===== config.mk =====
export PLATFORM = sky130hd
export DESIGN_NAME = onehot_decoder_skid
export DESIGN_NICKNAME = d
export VERILOG_FILES = /design/src/rtl/onehot_decoder_skid.sv
export SDC_FILE = /design/constraint.sdc
export NUM_CORES = 1
export LEC_CHECK = 0
export BUFFER_PORTS_ARGS = -buffer_cell sky130_fd_sc_hd__clkbuf_2
export CORE_AREA = 4 4 41 43
export CTS_CLUSTER_DIAMETER = 50
export DETAILED_ROUTE_END_ITERATION = 8
export DIE_AREA = 0 0 45 47
export PLACE_DENSITY = 0.64
export SLEW_MARGIN = 20
export SYNTH_ARGS = -nofsm -noshare
export SYNTH_HDL_FRONTEND = slang
export SYNTH_SLANG_ARGS = --single-unit

===== constraint.sdc =====
create_clock -name clk_i -period 2.1 [get_ports clk_i]
set_input_delay 0.105 -clock clk_i [delete_from_list [all_inputs] [get_ports clk_i]]
set_output_delay 0.105 -clock clk_i [all_outputs]
set_load 0.02 [all_outputs]

===== src/rtl/onehot_decoder_skid.sv =====
// -----------------------------------------------------------------------------
// onehot_decoder_skid
//   Streams binary indices in and one-hot lane masks out. It is the inverse of
//   the priority encoder. Both sides use valid/ready. A 2-entry registered
//   buffer (output register + skid register) gives full throughput. in_ready_o
//   depends only on registered state, so there is no combinational path from
//   out_ready_i.
//
// Parameters
//   N        number of one-hot lanes (N >= 1)
//   REVERSE  1: index i drives bit N-1-i
//   LN       index width, derived from N (do not override)
//
// Ports
//   clk_i         clock, all state on rising edge
//   reset_i       asynchronous active-high reset
//   in_valid_i    in_index_i valid
//   in_ready_o    block can accept (transfer on in_valid_i & in_ready_o)
//   in_index_i    binary index to decode
//   out_valid_o   out_onehot_o / out_error_o valid
//   out_ready_i   consumer accepts (transfer on out_valid_o & out_ready_i)
//   out_onehot_o  decoded mask, exactly one bit set unless out_error_o
//   out_error_o   captured index was >= N (mask all zero)
// -----------------------------------------------------------------------------
module onehot_decoder_skid #(
  parameter int N       = 4,
  parameter bit REVERSE = 1'b0,
  parameter int LN      = (N > 1) ? $clog2(N) : 1
) (
  input  logic          clk_i,
  input  logic          reset_i,
  input  logic          in_valid_i,
  output logic          in_ready_o,
  input  logic [LN-1:0] in_index_i,
  output logic          out_valid_o,
  input  logic          out_ready_i,
  output logic [N-1:0]  out_onehot_o,
  output logic          out_error_o
);

  typedef enum logic [1:0] {
    EMPTY = 2'd0,  // nothing held
    BUSY  = 2'd1,  // output register valid
    FULL  = 2'd2   // output register and skid register valid
  } state_e;

  localparam int unsigned NU = N;

  state_e       state_q, state_d;
  logic [N-1:0] out_mask_q, out_mask_d;
  logic         out_err_q, out_err_d;
  logic [N-1:0] skid_mask_q, skid_mask_d;
  logic         skid_err_q, skid_err_d;

  logic [N-1:0] dec_mask;
  logic         dec_err;
  logic         acc;
  logic         drn;

  // Decode: each lane compares the index against its own constant. An
  // out-of-range index matches no lane, so the mask is zero whenever
  // dec_err is set.
  for (genvar gi = 0; gi < N; gi++) begin : g_dec
    localparam int unsigned LANE_IDX = REVERSE ? (NU - 1 - gi) : gi;
    assign dec_mask[gi] = (32'(in_index_i) == LANE_IDX);
  end

  assign dec_err = (32'(in_index_i) >= NU);

  assign acc = in_valid_i & in_ready_o;
  assign drn = out_valid_o & out_ready_i;

  // State and data registers
  always_ff @(posedge clk_i or posedge reset_i) begin
    if (reset_i) begin
      state_q     <= EMPTY;
      out_mask_q  <= '0;
      out_err_q   <= 1'b0;
      skid_mask_q <= '0;
      skid_err_q  <= 1'b0;
    end else begin
      state_q     <= state_d;
      out_mask_q  <= out_mask_d;
      out_err_q   <= out_err_d;
      skid_mask_q <= skid_mask_d;
      skid_err_q  <= skid_err_d;
    end
  end

  // Next-state and next-data logic. The decoded data is only captured on
  // accept, so in_index_i is ignored while in_valid_i is low.
  always_comb begin
    state_d     = state_q;
    out_mask_d  = out_mask_q;
    out_err_d   = out_err_q;
    skid_mask_d = skid_mask_q;
    skid_err_d  = skid_err_q;
    case (state_q)
      EMPTY: begin
        if (acc) begin
          state_d    = BUSY;
          out_mask_d = dec_mask;
          out_err_d  = dec_err;
        end
      end
      BUSY: begin
        if (acc && drn) begin
          out_mask_d = dec_mask;
          out_err_d  = dec_err;
        end else if (acc) begin
          // Consumer stalled: park the new item behind the output register.
          state_d     = FULL;
          skid_mask_d = dec_mask;
          skid_err_d  = dec_err;
        end else if (drn) begin
          state_d = EMPTY;
        end
      end
      FULL: begin
        if (drn) begin
          state_d    = BUSY;
          out_mask_d = skid_mask_q;
          out_err_d  = skid_err_q;
        end
      end
      default: state_d = EMPTY;
    endcase
  end

  // Outputs. These are decoded from registered state only. Reset is folded
  // into in_ready_o so nothing is accepted while reset is held.
  always_comb begin
    in_ready_o  = (state_q != FULL) & ~reset_i;
    out_valid_o = (state_q != EMPTY);
  end

  assign out_onehot_o = out_mask_q;
  assign out_error_o  = out_err_q;

endmodule


=== Word-level counts from Yosys, hierarchy flattened ===
Index checks and enable logic that the tools add are counted.

* Output and inout port bits: 7
* Register bits: 11

* Equality and inequality tests: 11
* Muxes and demuxes: 14
* Bitwise gates (word level): 5
* Reduce and logical (&&, ||, !) cells: 8

{| class="wikitable"
|+ Operators by type and width
! cell !! count
|-
| $mux W4 || 3
|-
| $pmux W4 S3 || 1
|-
| $mux W2 || 5
|-
| $ne A2 B2 Y1 const B || 5
|-
| $reduce_and A4 Y1 || 2
|-
| $eq A2 B2 Y1 const B || 3
|-
| $pmux W2 S3 || 1
|-
| $eq A2 B1 Y1 const B || 2
|-
| $logic_not A2 Y1 || 2
|-
| $and A1 B1 Y1 || 3
|-
| $mux W1 || 3
|-
| $ne A3 B3 Y1 const B || 1
|-
| $pmux W1 S3 || 1
|-
| $reduce_and A3 Y1 || 1
|-
| $reduce_bool A3 Y1 || 1
|-
| $not A1 Y1 || 2
|-
| $reduce_bool A2 Y1 || 1
|-
| $logic_and A1 B1 Y1 || 1
|}

=== Depth between registers and ports, before layout ===
Gate-level depths: netlist of the first run.

* Depth after elaboration: 6
* Mapped depth: 4

=== Worst setup path before layout of the first run ===
Ideal clock, no wire load.

* Kind: register to register
* Start point: register state_q[1]
* End point: register out_mask_q[1] (netlist: out_onehot_o[1])
* Setup slack: 667 ps
* Arrival time: 1309 ps
* Library setup time: 125 ps
* Stages on the path, launching flop included: 4
* Cell sequence: dfrtp_1 > and2b_1 > a211oi_2 > mux2_2

* Cells in the longest elaborated chain, start to end: 6

{| class="wikitable"
|+ Ends and longest elaborated chain
! item !! RTL line !! text
|-
| start, declared || 49 || <nowiki>state_e state_q, state_d;</nowiki>
|-
| start signal, assigned || 82 || <nowiki>state_q <= state_d;</nowiki>
|-
| $ne A2 B2 Y1 || 133 || <nowiki>in_ready_o = (state_q != FULL) & ~reset_i;</nowiki>
|-
| $and A1 B1 Y1 || 133 ||
|-
| $and A1 B1 Y1 || 70 || <nowiki>assign acc = in_valid_i & in_ready_o;</nowiki>
|-
| $logic_and A1 B1 Y1 || 107 || <nowiki>if (acc && drn) begin</nowiki>
|-
| $ne A2 B2 Y1 (no line) || -- ||
|-
| $reduce_and A4 Y1 (no line) || -- ||
|-
| end signal, assigned || 83 || <nowiki>out_mask_q <= out_mask_d;</nowiki>
|-
| end, declared || 50 || <nowiki>logic [N-1:0] out_mask_q, out_mask_d;</nowiki>
|}

Several ways; a longest one is shown, not always the timed one.
A chain may end at the register's enable or synchronous reset.

=== Worst setup path in the final report of the first run ===
* Start point: input reset_i
* End point: register skid_mask_q[1]

* Cells in the longest elaborated chain, start to end: 6

{| class="wikitable"
|+ Ends and longest elaborated chain
! item !! RTL line !! text
|-
| start, declared || 31 || <nowiki>input logic reset_i,</nowiki>
|-
| $not A1 Y1 * || 133 ||
|-
| $and A1 B1 Y1 * || 133 ||
|-
| $and A1 B1 Y1 * || 70 ||
|-
| $logic_and A1 B1 Y1 || 107 ||
|-
| $not A1 Y1 (no line) || -- ||
|-
| $reduce_and A3 Y1 (no line) * || -- ||
|-
| end signal, assigned || 85 || <nowiki>skid_mask_q <= skid_mask_d;</nowiki>
|-
| end, declared || 52 || <nowiki>logic [N-1:0] skid_mask_q, skid_mask_d;</nowiki>
|}

Every way passes the cells marked *; elsewhere a longest branch is shown, timed or not.

==> results of run 1 <==
## layout by cell type, fill, tap and decap left out
master / count
sky130_fd_sc_hd__dlygate4sd3_1: 1
sky130_fd_sc_hd__clkbuf_4: 3
sky130_fd_sc_hd__a211oi_2: 1
sky130_fd_sc_hd__nor2b_1: 2
sky130_fd_sc_hd__conb_1: 1
sky130_fd_sc_hd__nor4b_1: 1
sky130_fd_sc_hd__nand2b_1: 1
sky130_fd_sc_hd__clkbuf_2: 11
sky130_fd_sc_hd__mux2i_1: 3
sky130_fd_sc_hd__nor2_1: 2
sky130_fd_sc_hd__dfrtp_1: 10
sky130_fd_sc_hd__or2_2: 1
sky130_fd_sc_hd__mux2_4: 4
sky130_fd_sc_hd__o21ai_0: 2
sky130_fd_sc_hd__nand2b_2: 1
sky130_fd_sc_hd__inv_1: 2
sky130_fd_sc_hd__and2_1: 1
sky130_fd_sc_hd__or3b_1: 1
sky130_fd_sc_hd__mux2_1: 1
sky130_fd_sc_hd__and2b_1: 1
sky130_fd_sc_hd__a21oi_1: 1
sky130_fd_sc_hd__and4bb_1: 1
sky130_fd_sc_hd__mux2_2: 5
sky130_fd_sc_hd__nor2b_2: 1
## cells by family after synthesis
| family | share of synthesized area, % |
|---|---|
| simple gates | 16.8 |
| other cells | 0.670 |
| buf+inv | 4.70 |
| flops | 44.7 |
| mux | 28.2 |
| compound gates | 4.92 |
## how the worst max path moves through the flow
| stage | slack (ns) | to | startpoint | cells after the start |
|---|---|---|---|---|
| floorplan | 0.67 | out_onehot_o[1]$_DFFE_PP0P_ | state_q[1]$_DFFE_PP0P_ | 3 |
| global placement | 0.60 | skid_mask_q[3]$_DFFE_PP0P_ | state_q[0]$_DFFE_PP0P_ | 3 |
| detailed placement | 0.55 | out_onehot_o[2]$_DFFE_PP0P_ | state_q[1]$_DFFE_PP0P_ | 3 |
| CTS | 0.46 | skid_mask_q[1]$_DFFE_PP0P_ | reset_i | 5 |
| global route | 0.42 | skid_mask_q[1]$_DFFE_PP0P_ | reset_i | 5 |
| finish | 0.45 | skid_mask_q[1]$_DFFE_PP0P_ | reset_i | 5 |
## worst max-delay path, stage by stage
cell and delay (ns):
sky130_fd_sc_hd__dlygate4sd3_1 0.53, sky130_fd_sc_hd__clkbuf_2 0.13, sky130_fd_sc_hd__nand2b_1 0.17, sky130_fd_sc_hd__or3b_1 0.51
sky130_fd_sc_hd__mux2_4 0.34
## layout make-up
| type | instances | area, µm² | share of cell area, % |
|---|---|---|---|
| multi-input combinational | 31 | 283 | 43.7 |
| sequential | 10 | 250 | 38.7 |
| timing repair buffer | 12 | 65.1 | 10.1 |
| clock buffer | 3 | 22.5 | 3.48 |
| tap | 15 | 18.8 | 2.90 |
| inverter | 2 | 7.51 | 1.16 |
## per-stage QoR
step / instances / area (µm²) / worst slack, ns / total power [W] / hold slack, ns
after detailed placement: 69 / 614 / 0.553 / 0.000437 / 0.133
final: 73 / 647 / 0.449 / 0.000556 / 0.155
after global placement: 69 / 614 / 0.596 / 0.000435 / 0.133
after global routing: 73 / 647 / 0.417 / 0.000594 / 0.166
after floorplan: 45 / 559 / 0.667 / 0.000390 / -0.0548
after CTS: 73 / 647 / 0.456 / 0.000566 / 0.142
## state kept, by name, summed over array words and instances (netlist names)
| name | count |
|---|---|
| out_onehot_o | 4 |
| skid_mask_q | 4 |
| state_q | 2 |
## per-layer routing
layer / up-vias / global-route usage, %
met5: - / 0
met4: 0 / 7.02
met3: 0 / 2.68
met2: 13 / 17.2
met1: 166 / 14.8
li1: 180 / -
## report_power, final
group	total [W]	switching, W	internal (W)
Clock	0.000123	0.0000572	0.0000658
Combinational	0.000167	0.0000793	0.0000873
Sequential	0.000267	0.0000276	0.000239
## Yosys cell counts
master	number	area share [%]
sky130_fd_sc_hd__nor4b_1	1	1.6
sky130_fd_sc_hd__or2_2	1	1.1
sky130_fd_sc_hd__and4bb_1	1	2.2
sky130_fd_sc_hd__conb_1	1	0.67
sky130_fd_sc_hd__a21oi_1	1	0.89
sky130_fd_sc_hd__inv_1	2	1.3
sky130_fd_sc_hd__dfrtp_1	10	45
sky130_fd_sc_hd__nor2b_1	2	2.2
sky130_fd_sc_hd__buf_6	1	2.0
sky130_fd_sc_hd__nand2b_1	1	1.1
sky130_fd_sc_hd__nor2_1	2	1.3
sky130_fd_sc_hd__and2_1	1	1.1
sky130_fd_sc_hd__buf_4	1	1.3
sky130_fd_sc_hd__mux2_2	5	10
sky130_fd_sc_hd__and2b_1	1	1.3
sky130_fd_sc_hd__o21ai_0	2	1.8
sky130_fd_sc_hd__nor2b_2	1	1.6
sky130_fd_sc_hd__a211oi_2	1	2.2
sky130_fd_sc_hd__mux2i_1	3	5.4
sky130_fd_sc_hd__or3b_1	1	1.6
sky130_fd_sc_hd__nand2b_2	1	1.6
sky130_fd_sc_hd__mux2_1	1	2.0
sky130_fd_sc_hd__mux2_4	4	11
## timing repair
item,in CTS,in global routing
hold buffers,1,0
hold endpoints to repair,10,0
setup endpoints to repair,0,0
==> run metrics, run 1 <==
worst hold-check path type=input pin to flop; Die Area=approximately 0.0021 mm²; result of the run=finished, final reports clean; post-detailed-route wirelength per cell=~13 µm; total routing resource utilization after global routing=11.4%; distinct cell type count of the synthesized netlist=23; cell leakage power=roughly 0.34 nW; first-pass GRT wire length=between 1500 and 2000 µm; initial antenna violation count=0; r2r startpoint=state_q[1]$_DFFE_PP0P_; Initial Util=43.0%; largest fanout on the critical path=5; clk_lat worst skew=~0.25 ns; largest vdd supply drop=0.446 mV; upper clock frequency limit=just over 0.6 GHz; met3 wire length=80 µm; Worst Reg-to-Reg Cells=3; Period minus WS final=roughly 1.7 ns; worst-case hold path end point=state_q[1]$_DFFE_PP0P_; floorplan die height=around 47 µm; unrepaired setup endpoints after global routing=false; remaining antenna violation count=0; total iterations of the first detailed-routing run=4; setup tns final=0 ns; top layer reached by signal wires=met3; Die X=approximately 45 µm; met1 layer wirelength in the final routing=roughly 470 µm; metal2 WL=roughly 400 µm; final worst clock skew=between 0.0008 and 0.0009 ns; CTS Buf Count=3; mean instance size in the synthesized netlist=roughly 12 µm²; clock tree sinks=10; syn nets=51; final hold violation count=0; clock-pin slew on the worst setup and hold paths=0.06 ns; count of max-cap constraint violations=0; Worst Setup End Kind=flop; count of filler cells inserted in the layout=roughly 130; share of the cycle needed by the critical path after routing=roughly 79%; post-CTS setup buffers=0; number of port buffers=11; total I/O pin count=13; number of DRC violations after detailed routing=0; crit start category=input pin; share of layout cells above drive strength 1=46.6%; first-iteration detailed-routing DRC count=7; Reg2Reg Setup Slack=0.56 ns; number of slew-limit violations in the final report=0; number of cells on the worst hold path=2; largest net degree at the start of global routing=11; core utilization of the finished layout=between 40% and 50%; Longest Clk Path Bufs=2; startpoint of the lowest-slack hold path=out_ready_i; data required time of the worst path=between 2 and 2.5 ns; via count of the first global-routing pass=~380; final number of setup-violating endpoints=0; routed wire length=around 940 µm; Netlist Area Pre-Place=559 µm²; sequential element share of the synthesized area=44.7%; Mapped Cells=45; core region area=between 0.001 and 0.0015 mm²; critical register-to-register path endpoint=out_onehot_o[2]$_DFFE_PP0P_; crit path kind=input pin to flop; total power density per cell area=860 mW/mm²; total vias in the final route=roughly 360; # nets final=66; # diodes=0; register bit total from synthesis=10; overall overflow remaining after global route=0; count of synthesis-stage warnings from yosys=0; mean number of vias per cell=4.92; clock root buffer=sky130_fd_sc_hd__clkbuf_4; CTS tree=yes; growth of design area from synthesis to finish=15.7%; row cnt=13; number of H-tree levels=1; routability-driven placement congestion ratio=roughly 0.67; arrival time at the worst endpoint=roughly 1.8 ns; number of gates given a new drive strength after cts=0
(Power assumes the default switching activity.)
==> inputs of run 2 (changes only) <==
clock period = 1.66 ns   (was 2.1 ns; I/O delays follow)
==> run 2 against run 1 <==
Net effect:
- hold slack worse by 0.019 ns
- power increased by 27%
- sequential power increased by 27%
- cell count stayed put
- critical path type unchanged
==> run metrics, run 2 (synthesis gave the netlist of run 1 again) <==
Placed Cells incl. Taps=69; number of cells on the worst hold path=2; cell leakage power=~0.35 nW; total power density per cell area=1090 mW/mm²; Worst Setup End Kind=flop; Initial Util=between 40% and 50%; CTS Buf Count=3; number of H-tree levels=1; data required time of the worst path=approximately 1.8 ns; share of layout cells above drive strength 1=around half; growth of design area from synthesis to finish=16.1%; Reg2Reg Setup Slack=0.11 ns; core region area=between 0.001 and 0.0015 mm²; number of DRC violations after detailed routing=0; cell with the biggest individual delay on the critical path=sky130_fd_sc_hd__dlygate4sd3_1; fraction of power spent switching nets=~30%; worst-case hold path end point=state_q[1]$_DFFE_PP0P_; critical-path cell list=dlygate4sd3_1 > clkbuf_2 > and4bb_1 > a211oi_2 > mux2_2; net load switching power=about 0.00021 W; Die X=45 µm; largest vdd supply drop=approximately 0.56 mV; logic gate share of total power=between 30% and 40%; number of port buffers=11; r2r startpoint=state_q[1]$_DFFE_PP0P_; result of the run=finished, final reports clean; critical register-to-register path endpoint=out_onehot_o[2]$_DFFE_PP0P_; row cnt=13; post-detailed-route wirelength per cell=roughly 13 µm; placed cell areas=about 610 µm²; final number of setup-violating endpoints=0; clock-pin slew on the worst setup and hold paths=0.06 ns; Worst Reg-to-Reg Cells=3; upper clock frequency limit=0.634 GHz; most common library cell in the layout ignoring fill and taps=sky130_fd_sc_hd__clkbuf_2; CTS tree=yes; startpoint of the lowest-slack hold path=out_ready_i; overall overflow remaining after global route=0; mean number of vias per cell=a little under 5; final hold violation count=0; floorplan die height=47 µm; routability-driven placement congestion ratio=0.673; routed wire length=959 µm; first-iteration detailed-routing DRC count=3; final worst clock skew=just over 0.0009 ns; pre-CTS worst setup slack=roughly 0.11 ns; crit start category=input pin; remaining antenna violation count=0; CP max stage delay=~0.52 ns; total vias in the final route=362; unrepaired setup endpoints after global routing=false; clock root buffer=sky130_fd_sc_hd__clkbuf_4; cell-internal power=0.000497 W; post-CTS setup buffers=0; largest net degree at the start of global routing=11; clk_lat worst skew=approximately 0.25 ns; total routing resource utilization after global routing=11.4%; sequential share of power=around 48%; Hold Slack=around 0.14 ns; Die Area=~0.0021 mm²; # nets final=between 60 and 70; # diodes=0; clock tree sinks=10; total iterations of the first detailed-routing run=3; crit path kind=input pin to flop; number of slew-limit violations in the final report=0; Period minus WS final=1.58 ns; measured slew at the worst slew-check pin=slightly below 0.5 ns; largest fanout on the critical path=5; total I/O pin count=13; Post-Layout Inst Area=about 650 µm²; relative max-transition margin=67.4%; PnR worst setup slack=0.0820 ns; share of the cycle needed by the critical path after routing=between 90% and 100%; Longest Clk Path Bufs=2; Post-Layout Cell Count=between 70 and 80; most frequent cells in the layout=sky130_fd_sc_hd__clkbuf_2, sky130_fd_sc_hd__dfrtp_1, sky130_fd_sc_hd__mux2_2; worst hold-check path type=input pin to flop; via count of the first global-routing pass=around 380; count of max-cap constraint violations=0; portion of total power attributed to the clock network=22.0%; first-pass GRT wire length=roughly 1700 µm; setup tns final=0 ns; initial antenna violation count=0; arrival time at the worst endpoint=approximately 1.7 ns
run 2: cell count changes in the layout (fill, tap and decap cells not counted):
| cell | before | now |
|---|---|---|
| sky130_fd_sc_hd__or3b_1 | 1 | 0 |
| sky130_fd_sc_hd__or3b_4 | 0 | 1 |
run 2: worst max-delay path by stage:
stage / slack, ns / to / cells past startpoint / start
floorplan: 0.23 / out_onehot_o[1]$_DFFE_PP0P_ / 3 / state_q[1]$_DFFE_PP0P_
global placement: 0.16 / skid_mask_q[3]$_DFFE_PP0P_ / 3 / state_q[0]$_DFFE_PP0P_
detailed placement: 0.11 / out_onehot_o[2]$_DFFE_PP0P_ / 3 / state_q[1]$_DFFE_PP0P_
CTS: 0.04 / skid_mask_q[1]$_DFFE_PP0P_ / 5 / reset_i
global route: 0.04 / out_onehot_o[0]$_DFFE_PP0P_ / 3 / state_q[1]$_DFFE_PP0P_
finish: 0.08 / out_onehot_o[2]$_DFFE_PP0P_ / 5 / reset_i
run 2: worst max-delay path, delay by kind of cell:
family,cells,cell delay (ns)
and+or+nand+nor,1,0.23
AOI/OAI and AO/OA,1,0.37
muxes,1,0.38
buffers and inverters,2,0.66
run 2: per-stage QoR:
step / total power, W / util [%]
after detailed placement: 0.000553 / 47.2
after global routing: 0.000753 / 49.9
after floorplan: 0.000493 / -
after CTS: 0.000716 / 49.7
final: 0.000706 / 49.9
after global placement: 0.000551 / 47.2
run 2: metal layers:
| metal | GRT usage, % | routed length (µm) | up-vias |
|---|---|---|---|
| met5 | 0 | 0 | - |
| met4 | 7.02 | 0 | 0 |
| met3 | 2.68 | 77 | 0 |
| met2 | 17.2 | 416 | 11 |
| met1 | 14.8 | 465 | 172 |
| li1 | - | - | 179 |
run 2: cell type report:
class                      count  area, µm²
fill                         127        652
multi-input combinational     31        285
sequential                    10        250
timing repair buffer          12       65.1
clock buffer                   3       22.5
tap                           15       18.8
inverter                       2       7.51
run 2: what timing repair did:
item	4_1_cts	5_1_grt
endpoints found under the hold margin	10	0
setup endpoints to repair	0	1
hold buffers	1	0
gates resized for setup	0	1
run 2: power by group through the flow:
stage / Clock [W] / Combinational (W) / Sequential (W)
2_1_floorplan: 0 / 0.000131 / 0.000363
3_3_place_gp: 0 / 0.000210 / 0.000341
3_5_place_dp: 0 / 0.000212 / 0.000341
4_1_cts: 0.000164 / 0.000214 / 0.000338
5_1_grt: 0.000176 / 0.000230 / 0.000347
6_report: 0.000156 / 0.000212 / 0.000338
